## src/rtl/ir_cmd_sequencer.sv

```systemverilog
// NEC frame validator, key-repeat sequencer and command FIFO.
// Bridges infrared_rx frames to a valid/ready command byte stream.
module ir_cmd_sequencer #(
   parameter int         CLK_MHZ         = 12,
   parameter bit         CHECK_ADDR      = 1'b1,
   parameter logic [7:0] ADDR            = 8'h00,
   parameter int         REPEAT_DELAY_MS = 300,
   parameter int         REPEAT_RATE_MS  = 100,
   parameter int         RELEASE_MS      = 150,
   parameter int         FIFO_DEPTH      = 4
) (
   input  logic        CLK,
   input  logic        RST_N,
   input  logic [31:0] IR_DATA,
   input  logic        IR_DATA_READY,
   input  logic [7:0]  IR_ERROR_CODE,
   output logic [7:0]  CMD_DATA,
   output logic        CMD_VALID,
   input  logic        CMD_READY,
   output logic        KEY_HELD,
   output logic        FRAME_ERR,
   output logic        OVERFLOW
);

   localparam int TICK_N = CLK_MHZ * 1000;
   localparam int PW     = $clog2(TICK_N);
   localparam int AW     = $clog2(FIFO_DEPTH);

   localparam logic [PW-1:0] TICK_MAX  = PW'(TICK_N - 1);
   localparam logic [15:0]   DELAY_T   = 16'(REPEAT_DELAY_MS);
   localparam logic [15:0]   RATE_T    = 16'(REPEAT_RATE_MS);
   localparam logic [15:0]   RELEASE_T = 16'(RELEASE_MS);

   typedef enum logic [1:0] {
      S_IDLE = 2'd0,
      S_HELD = 2'd1,
      S_AUTO = 2'd2
   } state_t;

   logic [PW-1:0] presc;
   logic          tick;

   logic          fv;
   logic [7:0]    fcmd;
   logic          frame_err;
   logic          frame_ok;

   state_t        state;
   logic [7:0]    last_cmd;
   logic [15:0]   t_push;
   logic [15:0]   t_frame;
   logic          key_held;
   logic          match;
   logic          push;

   logic [7:0]    mem [FIFO_DEPTH];
   logic [AW:0]   wr_ptr;
   logic [AW:0]   rd_ptr;
   logic          empty;
   logic          full;
   logic          pop;
   logic          ovf;

   // Millisecond prescaler
   assign tick = (presc == TICK_MAX);

   always_ff @(posedge CLK or negedge RST_N) begin
      if (!RST_N) begin
         presc <= '0;
      end else if (tick) begin
         presc <= '0;
      end else begin
         presc <= presc + 1'b1;
      end
   end

   assign frame_ok = (IR_ERROR_CODE == 8'h00)
                  && (IR_DATA[15:8] == ~IR_DATA[7:0])
                  && (IR_DATA[31:24] == ~IR_DATA[23:16])
                  && (!CHECK_ADDR || (IR_DATA[31:24] == ADDR));

   always_ff @(posedge CLK or negedge RST_N) begin
      if (!RST_N) begin
         fv        <= 1'b0;
         fcmd      <= 8'h00;
         frame_err <= 1'b0;
      end else begin
         fv        <= IR_DATA_READY & frame_ok;
         frame_err <= IR_DATA_READY & ~frame_ok;
         if (IR_DATA_READY) begin
            fcmd <= IR_DATA[15:8];
         end
      end
   end

   assign match = (fcmd == last_cmd);

   always_comb begin
      push = 1'b0;
      if (fv) begin
         unique case (state)
            S_IDLE:  push = 1'b1;
            S_HELD:  push = !match || (t_push >= DELAY_T);
            S_AUTO:  push = !match || (t_push >= RATE_T);
            default: push = 1'b0;
         endcase
      end
   end

   // Frame handling takes priority over the release timeout
   always_ff @(posedge CLK or negedge RST_N) begin
      if (!RST_N) begin
         state    <= S_IDLE;
         last_cmd <= 8'h00;
         t_push   <= 16'h0000;
         t_frame  <= 16'h0000;
         key_held <= 1'b0;
      end else begin
         if (tick) begin
            if (t_push != 16'hFFFF) t_push <= t_push + 16'd1;
            if (t_frame != 16'hFFFF) t_frame <= t_frame + 16'd1;
         end
         unique case (state)
            S_IDLE: begin
               if (fv) begin
                  last_cmd <= fcmd;
                  t_push   <= 16'h0000;
                  t_frame  <= 16'h0000;
                  state    <= S_HELD;
                  key_held <= 1'b1;
               end
            end
            S_HELD, S_AUTO: begin
               if (fv) begin
                  if (match) begin
                     t_frame <= 16'h0000;
                     if (push) begin
                        t_push <= 16'h0000;
                        state  <= S_AUTO;
                     end
                  end else begin
                     last_cmd <= fcmd;
                     t_push   <= 16'h0000;
                     t_frame  <= 16'h0000;
                     state    <= S_HELD;
                  end
               end else if (t_frame >= RELEASE_T) begin
                  state    <= S_IDLE;
                  key_held <= 1'b0;
               end
            end
            default: begin
               state    <= S_IDLE;
               key_held <= 1'b0;
            end
         endcase
      end
   end

   assign empty = (wr_ptr == rd_ptr);
   assign full  = (wr_ptr[AW] != rd_ptr[AW])
               && (wr_ptr[AW-1:0] == rd_ptr[AW-1:0]);
   assign pop   = !empty && CMD_READY;

   // A push into a full FIFO lands in the slot being popped
   always_ff @(posedge CLK or negedge RST_N) begin
      if (!RST_N) begin
         wr_ptr <= '0;
         rd_ptr <= '0;
         ovf    <= 1'b0;
         for (int i = 0; i < FIFO_DEPTH; i++) begin
            mem[i] <= 8'h00;
         end
      end else begin
         if (pop) begin
            rd_ptr <= rd_ptr + 1'b1;
         end
         if (push && (!full || pop)) begin
            mem[wr_ptr[AW-1:0]] <= fcmd;
            wr_ptr              <= wr_ptr + 1'b1;
         end
         if (push && full && !pop) begin
            ovf <= 1'b1;
         end
      end
   end

   assign CMD_DATA  = mem[rd_ptr[AW-1:0]];
   assign CMD_VALID = !empty;
   assign KEY_HELD  = key_held;
   assign FRAME_ERR = frame_err;
   assign OVERFLOW  = ovf;

endmodule

```

## config.mk

```make
export PLATFORM = sky130hd
export DESIGN_NAME = ir_cmd_sequencer
export DESIGN_NICKNAME = d
export VERILOG_FILES = /design/src/rtl/ir_cmd_sequencer.sv
export SDC_FILE = /design/constraint.sdc
export NUM_CORES = 1
export LEC_CHECK = 0
export BUFFER_PORTS_ARGS = -buffer_cell sky130_fd_sc_hd__buf_2
export CAP_MARGIN = 0
export CORE_UTILIZATION = 40
export CTS_BUF_LIST = sky130_fd_sc_hd__clkbuf_4
export CTS_CLUSTER_SIZE = 24
export DETAILED_ROUTE_END_ITERATION = 10
export GPL_ROUTABILITY_DRIVEN = 0
export PLACE_DENSITY = 0.61
export SYNTH_ARGS = -nofsm -noshare
export SYNTH_HDL_FRONTEND = slang
export SYNTH_SLANG_ARGS = --single-unit
```

## constraint.sdc

```tcl
create_clock -name CLK -period 3.6 [get_ports CLK]
set_clock_uncertainty 0.2 [all_clocks]
set_input_delay 0.72 -clock CLK [delete_from_list [all_inputs] [get_ports CLK]]
set_output_delay 0.72 -clock CLK [all_outputs]
set_load 0.01 [all_outputs]
```

Word level (Yosys, flattened, before mapping)
Cells that the tools add are included.
{"block": "word_totals", "register_bits": 106, "latch_bits": 0, "ram_bits": 0, "mem_bits_ro": 0, "inputBits": 44, "out_inout_bits": 12, "elab_cells": 111, "memories": 0}
{"block": "op_classes", "addsub": 5, "n_mul": 0, "n_div": 0, "n_lt_le_gt_ge": 6, "eq_ne": 18, "n_shift": 0, "muxes": 34, "bitwise": 7, "n_reduce_logical": 25}
{"op": "16-bit two-way mux", "count": 10}
{"op": "8-bit two-way mux", "count": 6}
{"op": "16-bit by 1-bit adder with 16-bit output, second input constant", "count": 2}
{"op": "32-bit bitwise mux", "count": 1}
{"op": "16-bit inequality test, second input constant", "count": 2}
{"op": "16-bit one-hot mux with 2 select lines", "count": 1}
{"op": "8-bit equality test", "count": 3}
{"op": "8-bit binary-select mux with 2-bit select", "count": 1}
{"op": "8-bit demux with 2-bit select", "count": 1}
{"op": "16-bit by 7-bit greater-or-equal comparator with 1-bit output, second input constant", "count": 1}
{"op": "16-bit by 8-bit greater-or-equal comparator with 1-bit output, second input constant", "count": 1}
{"op": "16-bit by 9-bit greater-or-equal comparator with 1-bit output, second input constant", "count": 1}
{"op": "8-bit logical NOT", "count": 2}
{"op": "8-bit inverter", "count": 2}
{"op": "8-bit one-hot mux with 2 select lines", "count": 1}
{"op": "14-bit by 1-bit adder with 14-bit output, second input constant", "count": 1}
{"op": "14-bit equality test, second input constant", "count": 1}
{"op": "14-bit two-way mux", "count": 1}
{"op": "2-bit two-way mux", "count": 5}
{"op": "2-bit inequality test, second input constant", "count": 5}
{"op": "1-bit logical AND", "count": 9}
{"op": "3-bit by 1-bit adder with 3-bit output, second input constant", "count": 2}
{"op": "3-bit greater-or-equal comparator, second input constant", "count": 2}
{"op": "2-bit inverter with 3-bit output", "count": 2}
{"op": "22 further kinds", "count": 32}

Logic depth before layout (Yosys ltp)
Gate-level depths: netlist (run 1).
{"block": "depth", "word_depth": 9, "mapped_depth": 8, "depth_no_buf": 7}

Worst setup path before layout (run 1)
No wires, ideal clock.
{"block": "synth_timing", "path_type": "flip-flop to flip-flop", "startpoint": "register state[0]", "endpoint": "register mem[0] in the netlist's numbering", "setup_time_ns": 0.125, "arrival_time_ns": 2.303, "required_ns": 3.275, "setup_slack_ns": 0.972, "stages_incl_launch_ff": 9, "n_path_buf": 1, "period_less_slack_ns": 2.628, "cell_sequence": "dfrtp_1 -> inv_1 -> ha_1 -> nor4_1 -> nand3_1 -> or4b_1 -> buf_2 -> o211ai_4 -> mux2_2"}
{"block": "synth_via", "elab_chain_len": 4, "elab_cells_between_ends": 6, "cone_classes": "eq/ne: 2; mux: 2; reduce/logical: 2"}
{"element": "start, declared", "line": "48", "text": "state_t state;"}
{"element": "start signal, assigned", "line": "113", "text": "state <= S_IDLE;"}
{"element": "start signal, assigned", "line": "129", "text": "state <= S_HELD;"}
{"element": "start signal, assigned", "line": "139", "text": "state <= S_AUTO;"}
{"element": "2-bit equality test, or another cell as far along", "line": "101", "text": "unique case (state)"}
{"element": "1-bit one-hot mux with 3 select lines *", "line": "101"}
{"element": "1-bit two-way mux *", "line": "100", "text": "if (fv) begin"}
{"element": "1-bit logical AND *", "line": "178", "text": "if (push && (!full || pop)) begin"}
{"element": "end signal, assigned by index", "line": "179", "text": "mem[wr_ptr[AW-1:0]] <= fcmd;"}
{"element": "end, declared", "line": "56", "text": "logic [7:0] mem [FIFO_DEPTH];"}
Mark *: on every way between the ends. The rest lies on a longest branch, timed or not.
A chain may end at the register's enable or synchronous reset.

Worst setup path after layout (run 1)
{"block": "layout_timing", "startpoint": "register rd_ptr[0]", "endpoint": "output CMD_DATA[7]"}
{"block": "layout_via", "elab_chain_len": 4}
{"element": "start, declared", "line": "58", "text": "logic [AW:0] rd_ptr;"}
{"element": "start signal, assigned", "line": "176", "text": "rd_ptr <= rd_ptr + 1'b1;"}
{"element": "2-bit inverter with 3-bit output (implied by the code)", "line": "188", "text": "assign CMD_DATA = mem[rd_ptr[AW-1:0]];"}
{"element": "8-bit binary-select mux with 2-bit select", "line": "188"}
{"element": "8-bit two-way mux (implied by the code) (2 in series)", "line": "188"}
{"element": "end, declared", "line": "17", "text": "output logic [7:0] CMD_DATA,"}
No other way between the ends. The select of a mux whose other input is x is not followed.

==> results of run 1 <==
[cell type report]
cell class              count  area (um2)  area share
diodes                      1        2.50    0.000401
clock buffers               9        67.6      0.0108
clock inverters             7        85.1      0.0136
inverters                  13        48.8     0.00781
multi-input cells         364        2820       0.451
flip-flops and latches    106        2650       0.425
well taps                 176         220      0.0353
repair buffers             63         353      0.0565
[metrics by stage]
stage	setup slack (ns)	cells	utilization	hold slack (ns)
2_1_floorplan	0.972	503	-	0.224
3_3_place_gp	0.698	721	0.452	0.275
3_5_place_dp	0.619	721	0.452	0.283
4_1_cts	0.544	738	0.464	0.229
5_1_grt	0.457	738	0.464	0.246
6_report	0.609	739	0.464	0.259
[cells by family after synthesis]
group,synth area share
buffers and inverters,0.0230
and+or+nand+nor,0.182
AOI/OAI and AO/OA,0.0542
muxes,0.138
DFF,0.474
adders and majority gates,0.0291
xor gates and xnor gates,0.0987
[flip-flops by register name, summed over array words and instances (netlist names)]
signal	cells
mem	32
t_frame	16
t_push	16
presc	14
fcmd	8
last_cmd	8
rd_ptr	3
wr_ptr	3
state	2
FRAME_ERR	1
KEY_HELD	1
OVERFLOW	1
fv	1
[worst max-delay path, delay by kind of cell (launching register included)]
kind | cells | cell delay [ns]
buffers and inverters | 1 | 0.16
multiplexers | 1 | 0.60
flip-flops | 1 | 0.80
[synth_stat cells (3+ instances only)]
library cell and n:
nand2b_1 4, and4b_1 4, o21ai_0 10, mux2i_1 3
nor3b_1 3, inv_1 13, clkbuf_1 16, nand2_1 21
a21oi_1 12, and3_1 3, and2_1 3, buf_2 4
nor4b_1 5, nand3_1 20, and4_1 7, nor2_1 45
xor2_1 8, nor3_1 15, nand4_1 19, mux4_2 8
nor4_1 27, ha_1 13, o211ai_4 4, dfrtp_1 106
xnor2_1 55, a211oi_1 3, mux2_2 50
[layer usage]
layer / global-route usage / wire, um / up-vias
li1: - / - / 1936
met1: 0.215 / 5160 / 1957
met2: 0.279 / 5450 / 85
met3: 0.0406 / 437 / 12
met4: 0.0394 / 106 / 0
met5: 0 / 0 / -
[where the power goes]
part           leakage [nW]  internal (mW)  switching, mW
Combinational          1.26          0.121         0.0802
Clock                0.0773          0.169          0.467
Sequential             1.43           1.22         0.0894
Total                  2.77           1.51          0.636
[final timing paths]
| check | from | endpoint | slack (ns) |
|---|---|---|---|
| max | rd_ptr[0] | CMD_DATA[7] | 0.61 |
| min | IR_DATA[13] | fcmd[5] | 0.26 |
| max reg2reg | state[0] | mem[15] | 0.62 |
| min reg2reg | presc[0] | presc[0] | 0.30 |
| max in group asynchronous | RST_N | fcmd[3] | 1.92 |
| min in group asynchronous | RST_N | t_push[0] | 0.54 |
==> impl_metrics.py, run 1 <==
metrics = {
    "cells_and_area": {
        "nFillCells": 1294,
        "drive_gt1_frac": 0.256,
        "area_growth_pct": 11.7,
        "fin_nets": 614,
        "final_area_um2": 6250,
        "final_common_cell": "dfrtp_1",
        "layout_common_cells": "106 x dfrtp_1, 55 x xnor2_1, 54 x buf_2",
    },
    "die": {
        "chipWidth_um": 120,
        "rows": 42,
        "fp.dieH_um": 120,
        "die-area_um2": 14500,
        "start_util": 0.416,
        "core_um2": 13500,
        "ios": 56,
    },
    "synth": {
        "synth_edf_count": 0,
        "syn_inst": 503,
        "synth_top_cell_area_share": 0.474,
        "synth-seq-area-share": 0.474,
        "avgSynthCellArea_um2": 11.1,
        "ys_warn_count": 0,
        "synth_area_leaders": "dfrtp_1 47%, mux2_2 10%, xnor2_1 8.6%",
        "syn-cell-area_um2": 5590,
        "synthesis.nets": 560,
        "ys.flop_type": "dfrtp_1",
        "yosysTopAreaCell": "dfrtp_1",
        "synthArstFlopShare": 1.00,
        "synth.ff_latch_count": 106,
        "ys_types": 43,
    },
    "placed_design": {
        "placed_area_um2": 6080,
        "place.port_buffers": 55,
        "dp_hpwl_mm": 7.95,
    },
    "critical_path": {
        "critical_path_required_ns": 2.68,
        "crit_chain": "mux4_2 > buf_2",
        "criticalPathCategory": "reg -> out",
        "slowest_delay_ns": 0.80,
        "start_kind": "register",
        "cp_slowest_cell": "dfrtp_1",
        "worstPathArrival_ns": 2.07,
        "critPathCaptureType": "output pin",
        "worst-r2r-cell-count": 7,
        "critPathMaxFanout": 11,
    },
    "route": {
        "drc_errors": 0,
        "drtPass1Iterations": 4,
        "vias_per_cell": 5.40,
        "drtAntennaViolNets": 0,
        "routed_wl_mm": 11.2,
        "vias": 3990,
        "drtIter0Drc": 126,
        "wl_per_cell_um": 15.1,
    },
    "outcome": {
        "status": "finished, final reports clean",
    },
    "power_and_ir_drop": {
        "peakVddDrop_mv": 0.282,
        "p_per_area_nw_per_um2": 343,
        "power.total_mw": 2.14,
        "p_leak_nw": 2.77,
    },
    "min_path": {
        "whs_path_depth": 2,
        "hold_class": "in -> reg",
    },
    "global_route": {
        "grt_pass1_wl_mm": 19.1,
        "antenna_found_initial": 0,
        "grtUsageTotal": 0.166,
        "grt_pass1_vias": 3973,
        "grt_start_max_net_pins": 62,
        "gr-total-overflow": 0,
    },
    "clocking": {
        "hold_buffers": 1,
        "ctsResizeCount": 0,
        "cts-root-buf": "clkbuf_4",
        "postCtsSetupRepairBufs": 0,
        "numCtsBuffers": 9,
        "clk_latency_ns": 0.51,
        "cts_sinks": 106,
        "clk_path_buf_depth": 2,
        "clk_pin_slew_ns": 0.18,
        "cts.htree.levels": 3,
        "cts_tree": "yes",
    },
    "flow_run": {
        "maxCapViolations": 0,
    },
    "sta": {
        "hold_violations": 0,
        "min_period_over_period": 0.831,
        "setup_viol": 0,
        "layout_min_cycle_time_ns": 2.99,
        "rsz0062_at_grt": "false",
        "slew_headroom": 0.476,
        "worstMarginPinSlew_ns": 0.786,
        "fin_tns_setup_ns": 0,
        "max_freq_mhz": 334,
        "report.final.slew_viol_count": 0,
    },
}
Power figures use the tool's default switching activity.
==> run 2: changes to the inputs <==
- clock period: 3.6 -> 3.1 ns (I/O delays scaled with it)
==> impl_metrics.py, run 2 (synthesis gave the netlist of run 1 again) <==
metrics = {
    "cells_and_area": {
        "multi_input_area_um2": 2820,
        "reg.largest.list": "mem x32, t_frame x16, t_push x16",
        "seq_area_um2": 2650,
        "nFillCells": 1264,
        "fin_nets": 619,
        "layout_common_cells": "106 x dfrtp_1, 55 x xnor2_1, 54 x buf_2",
        "fin_cells": 743,
        "utilization": 0.466,
        "area_growth_pct": 12.1,
        "regMostFlops": "mem",
        "drive_gt1_frac": 0.259,
        "final_common_cell": "dfrtp_1",
        "antenna_cells": 0,
        "largest_reg_flops": 32,
    },
    "route": {
        "vias_per_cell": 5.38,
        "drtPass1Iterations": 4,
        "routed_wl_mm": 11.3,
        "wl_met1_mm": 5.17,
        "route.top_layer_used": "met4",
        "drtIter0Drc": 185,
        "vias": 4000,
        "wl_per_cell_um": 15.2,
        "met3_length_um": 389,
        "dr_wl_met2_mm": 5.67,
        "drtAntennaViolNets": 0,
        "drc_errors": 0,
    },
    "critical_path": {
        "path_buf_inv": 1,
        "start_kind": "register",
        "worstPathArrival_ns": 3.17,
        "critical_path_required_ns": 3.29,
        "slowest_delay_ns": 0.75,
        "cp_slowest_cell": "or4b_1",
        "criticalPathCategory": "reg -> reg",
        "critPathCaptureType": "register",
        "path_delay_family": "simple AND/OR/NAND/NOR gates",
        "critPathMaxFanout": 8,
        "crit_chain": "inv_1 > ha_1 > nor4_1 > nand3_1 > or4b_1 > o211ai_4 > mux2_2",
    },
    "global_route": {
        "gr-total-overflow": 0,
        "grt_pass1_wl_mm": 19.5,
        "grtUsageTotal": 0.170,
        "grt_pass1_vias": 3917,
        "grt_start_max_net_pins": 67,
        "antenna_found_initial": 0,
    },
    "power_and_ir_drop": {
        "p_per_area_nw_per_um2": 391,
        "p_leak_nw": 2.80,
        "power.total_mw": 2.45,
        "peakVddDrop_mv": 0.210,
    },
    "clocking": {
        "numCtsBuffers": 9,
        "clk_path_buf_depth": 2,
        "cts-root-buf": "clkbuf_4",
        "ctsResizeCount": 0,
        "clk_latency_ns": 0.50,
        "clk_pin_slew_ns": 0.17,
        "cts_tree": "yes",
        "cts_sinks": 106,
        "cts.htree.levels": 3,
    },
    "die": {
        "ios": 56,
        "rows": 42,
        "chipWidth_um": 120,
        "die-area_um2": 14500,
        "fp.dieH_um": 120,
        "start_util": 0.416,
        "core_um2": 13500,
    },
    "placed_design": {
        "dp_hpwl_mm": 8.13,
        "placedCellCount": 725,
        "place.port_buffers": 55,
        "pre_cts_ws_ns": 0.0794,
    },
    "sta": {
        "fin_ws_ns": 0.120,
        "layout_min_cycle_time_ns": 2.98,
        "slew_headroom": 0.498,
        "min_period_over_period": 0.961,
        "report.final.slew_viol_count": 0,
        "rsz0062_at_grt": "false",
        "worstMarginPinSlew_ns": 0.746,
        "max_freq_mhz": 336,
        "setup_viol": 0,
        "hold_violations": 0,
        "fin_tns_setup_ns": 0,
    },
    "flow_run": {
        "maxCapViolations": 0,
    },
    "min_path": {
        "hold_class": "in -> reg",
    },
    "outcome": {
        "status": "finished, final reports clean",
    },
}
## run 2: cell types whose count changed in the layout (fill, tap and decap cells not counted)
cell | previous run | this run
buf_4 | 7 | 11
clkinv_8 | 3 | 0
clkinv_1 | 0 | 2
inv_8 | 1 | 3
buf_12 | 1 | 2
clkinv_4 | 0 | 1
clkinvlp_4 | 1 | 0
diode_2 | 1 | 0
inv_6 | 2 | 1
## run 2: layer usage
| metal | up-vias | track usage |
|---|---|---|
| met3 | 10 | 0.0340 |
| met1 | 1990 | 0.222 |
| met5 | - | 0 |
| met2 | 65 | 0.284 |
| met4 | 0 | 0.0494 |
| li1 | 1935 | - |
## run 2: report_power, final
group	switching (mW)	total, mW	internal [mW]
Clock	0.510	0.691	0.181
Combinational	0.134	0.282	0.149
Sequential	0.0630	1.48	1.41
## run 2: path summary, 6_finish.rpt
check                             from        end  slack (ns)  cells after the start
setup reg to reg              state[0]    mem[12]        0.12                      7
hold reg to reg               presc[0]   presc[0]        0.30                      1
min in group asynchronous        RST_N  t_push[0]        0.42                      2
max in group asynchronous        RST_N    fcmd[7]        1.52                      3
setup / recovery              state[0]    mem[12]        0.12                      7
hold / removal             IR_DATA[13]    fcmd[5]        0.18                      2
## run 2: timing repair
item | CTS | global route
endpoints found under the hold margin | 40 | 0
buffers inserted | 0 | 1
hold buffers | 1 | 0
setup endpoints to repair | 0 | 12
## run 2: cell type report
| type | count | area share |
|---|---|---|
| clock buffers | 9 | 0.0108 |
| clock inverters | 7 | 0.00938 |
| well taps | 176 | 0.0351 |
| inverters | 13 | 0.00779 |
| flip-flops and latches | 106 | 0.423 |
| multi-input cells | 364 | 0.449 |
| repair buffers | 68 | 0.0643 |
## run 2: stage by stage
stage | area [um2] | hold slack, ns
after floorplan | 5590 | 0.124
after global placement | 6110 | 0.274
after detailed placement | 6110 | 0.280
after CTS | 6250 | 0.133
after global routing | 6270 | 0.149
final | 6270 | 0.183
==> run 3: changes to the inputs <==
- clock period: 3.1 -> 2.99 ns (I/O delays scaled with it)
==> impl_metrics.py, run 3 (synthesis gave the netlist of run 1 again) <==
metrics = {
    "critical_path": {
        "criticalPathCategory": "reg -> reg",
        "critical_path_required_ns": 3.16,
        "critPathCaptureType": "register",
        "start_kind": "register",
        "worstPathArrival_ns": 3.00,
        "critPathMaxFanout": 8,
    },
    "cells_and_area": {
        "drive_gt1_frac": 0.268,
        "largest_reg_flops": 32,
        "multi_input_area_um2": 2830,
        "seq_area_um2": 2650,
        "regMostFlops": "mem",
        "reg.largest.list": "mem x32, t_frame x16, t_push x16",
        "final_common_cell": "dfrtp_1",
        "fin_nets": 623,
        "layout_common_cells": "106 x dfrtp_1, 55 x xnor2_1, 54 x buf_2",
        "area_growth_pct": 13.7,
        "antenna_cells": 0,
        "nFillCells": 1272,
    },
    "die": {
        "chipWidth_um": 120,
        "die-area_um2": 14500,
        "fp.dieH_um": 120,
        "core_um2": 13500,
        "rows": 42,
        "ios": 56,
        "start_util": 0.416,
    },
    "sta": {
        "max_freq_mhz": 354,
        "min_period_over_period": 0.945,
        "hold_violations": 0,
        "worstMarginPinSlew_ns": 0.796,
        "rsz0062_at_grt": "false",
        "layout_min_cycle_time_ns": 2.83,
        "fin_tns_setup_ns": 0,
        "setup_viol": 0,
        "slew_headroom": 0.469,
        "report.final.slew_viol_count": 0,
    },
    "min_path": {
        "hold_class": "in -> reg",
    },
    "global_route": {
        "use_met2": 0.277,
        "grt_pass1_wl_mm": 19.5,
        "antenna_found_initial": 0,
        "grtUsageMet3": 0.0387,
        "grt_pass1_vias": 4024,
        "grt_start_max_net_pins": 53,
        "grtUsageTotal": 0.169,
        "gr-total-overflow": 0,
        "top_usage_layer": "met2",
        "met1_usage": 0.226,
    },
    "route": {
        "drc_errors": 0,
        "drtAntennaViolNets": 0,
        "vias": 3996,
        "vias_per_cell": 5.35,
        "routed_wl_mm": 11.2,
        "drtIter0Drc": 197,
        "drtPass1Iterations": 4,
        "wl_per_cell_um": 15.0,
    },
    "power_and_ir_drop": {
        "p_leak_nw": 2.84,
        "internal_power_mw": 1.90,
        "p_clk_frac": 0.301,
        "peakVddDrop_mv": 0.227,
        "p_per_area_nw_per_um2": 411,
        "power_frac_comb": 0.112,
        "seq_power_share": 0.588,
        "p_sw_mw": 0.715,
        "power.total_mw": 2.62,
        "p_sw_frac": 0.273,
    },
    "outcome": {
        "status": "finished, final reports clean",
    },
    "placed_design": {
        "place.port_buffers": 55,
        "dp_hpwl_mm": 8.07,
    },
    "clocking": {
        "cts.htree.levels": 3,
        "numCtsBuffers": 9,
        "clk_path_buf_depth": 2,
        "clk_pin_slew_ns": 0.16,
        "clk_latency_ns": 0.48,
        "cts_sinks": 106,
        "cts_tree": "yes",
        "cts-root-buf": "clkbuf_4",
    },
    "flow_run": {
        "maxCapViolations": 0,
    },
}
==> run 3: cell count changes in the layout (fill, tap and decap cells not counted), sizes merged <==
| cell | previous run | this run |
|---|---|---|
| buf | 67 | 71 |
| bufinv | 0 | 1 |
| clkbuf | 9 | 10 |
| clkinv | 3 | 1 |
| clkinvlp | 0 | 1 |
| inv | 17 | 16 |
==> run 3: per-stage QoR <==
| step | setup WS, ns | hold WS, ns | instances | utilization | instance area, um2 |
|---|---|---|---|---|---|
| floorplan | 0.362 | 0.102 | 503 | - | 5590 |
| global route | 0.00377 | 0.144 | 747 | 0.472 | 6360 |
| CTS | 0.0893 | 0.146 | 744 | 0.467 | 6280 |
| finish | 0.163 | 0.177 | 747 | 0.472 | 6360 |
| detailed placement | 0.115 | 0.273 | 727 | 0.455 | 6130 |
| global placement | 0.156 | 0.271 | 727 | 0.455 | 6130 |
==> run 3: area by class of cell <==
class / instances / area share
Clock buffer: 10 / 0.0118
Tap cell: 176 / 0.0346
Sequential cell: 106 / 0.417
Timing Repair Buffer: 72 / 0.0720
Inverter: 13 / 0.00768
Multi-Input combinational cell: 364 / 0.445
Clock inverter: 6 / 0.0116
==> run 3: final timing paths <==
kind / depth (start not counted) / to / slack [ns] / start
setup / recovery: 7 / mem[31] / 0.16 / state[0]
max in group asynchronous: 3 / mem[31] / 1.43 / RST_N
setup reg to reg: 7 / mem[31] / 0.16 / state[0]
min in group asynchronous: 2 / OVERFLOW / 0.48 / RST_N
hold / removal: 2 / fcmd[5] / 0.18 / IR_DATA[13]
hold reg to reg: 1 / presc[0] / 0.29 / presc[0]
==> run 3: power groups by stage <==
stage	registers, mW	clock network [mW]	logic, mW
global route	1.54	0.873	0.322
CTS	1.54	0.816	0.300
detailed placement	1.56	0	0.300
floorplan	1.52	0	0.211
global placement	1.56	0	0.287
finish	1.54	0.786	0.292
==> run 3: what timing repair did <==
item | 4_1_cts | 5_1_grt
hold buffers | 1 | 0
endpoints found under the hold margin | 50 | 0
gates resized for setup | 0 | 1
setup buffers | 0 | 3
endpoints found under the setup margin | 0 | 25
==> run 3: metal layers <==
layer,share of wire,routed length (um)
met1,0.47,5200
met2,0.49,5470
met3,0.035,391
met4,0.0093,104
met5,0,0
==> run 3: critical path, stage by stage (launching register included) <==
cell      delay, ns
dfrtp_1        0.42
inv_1          0.07
ha_1           0.21
nor4_1         0.17
nand3_1        0.12
or4b_1         0.75
o211ai_4       0.40
mux2_2         0.38
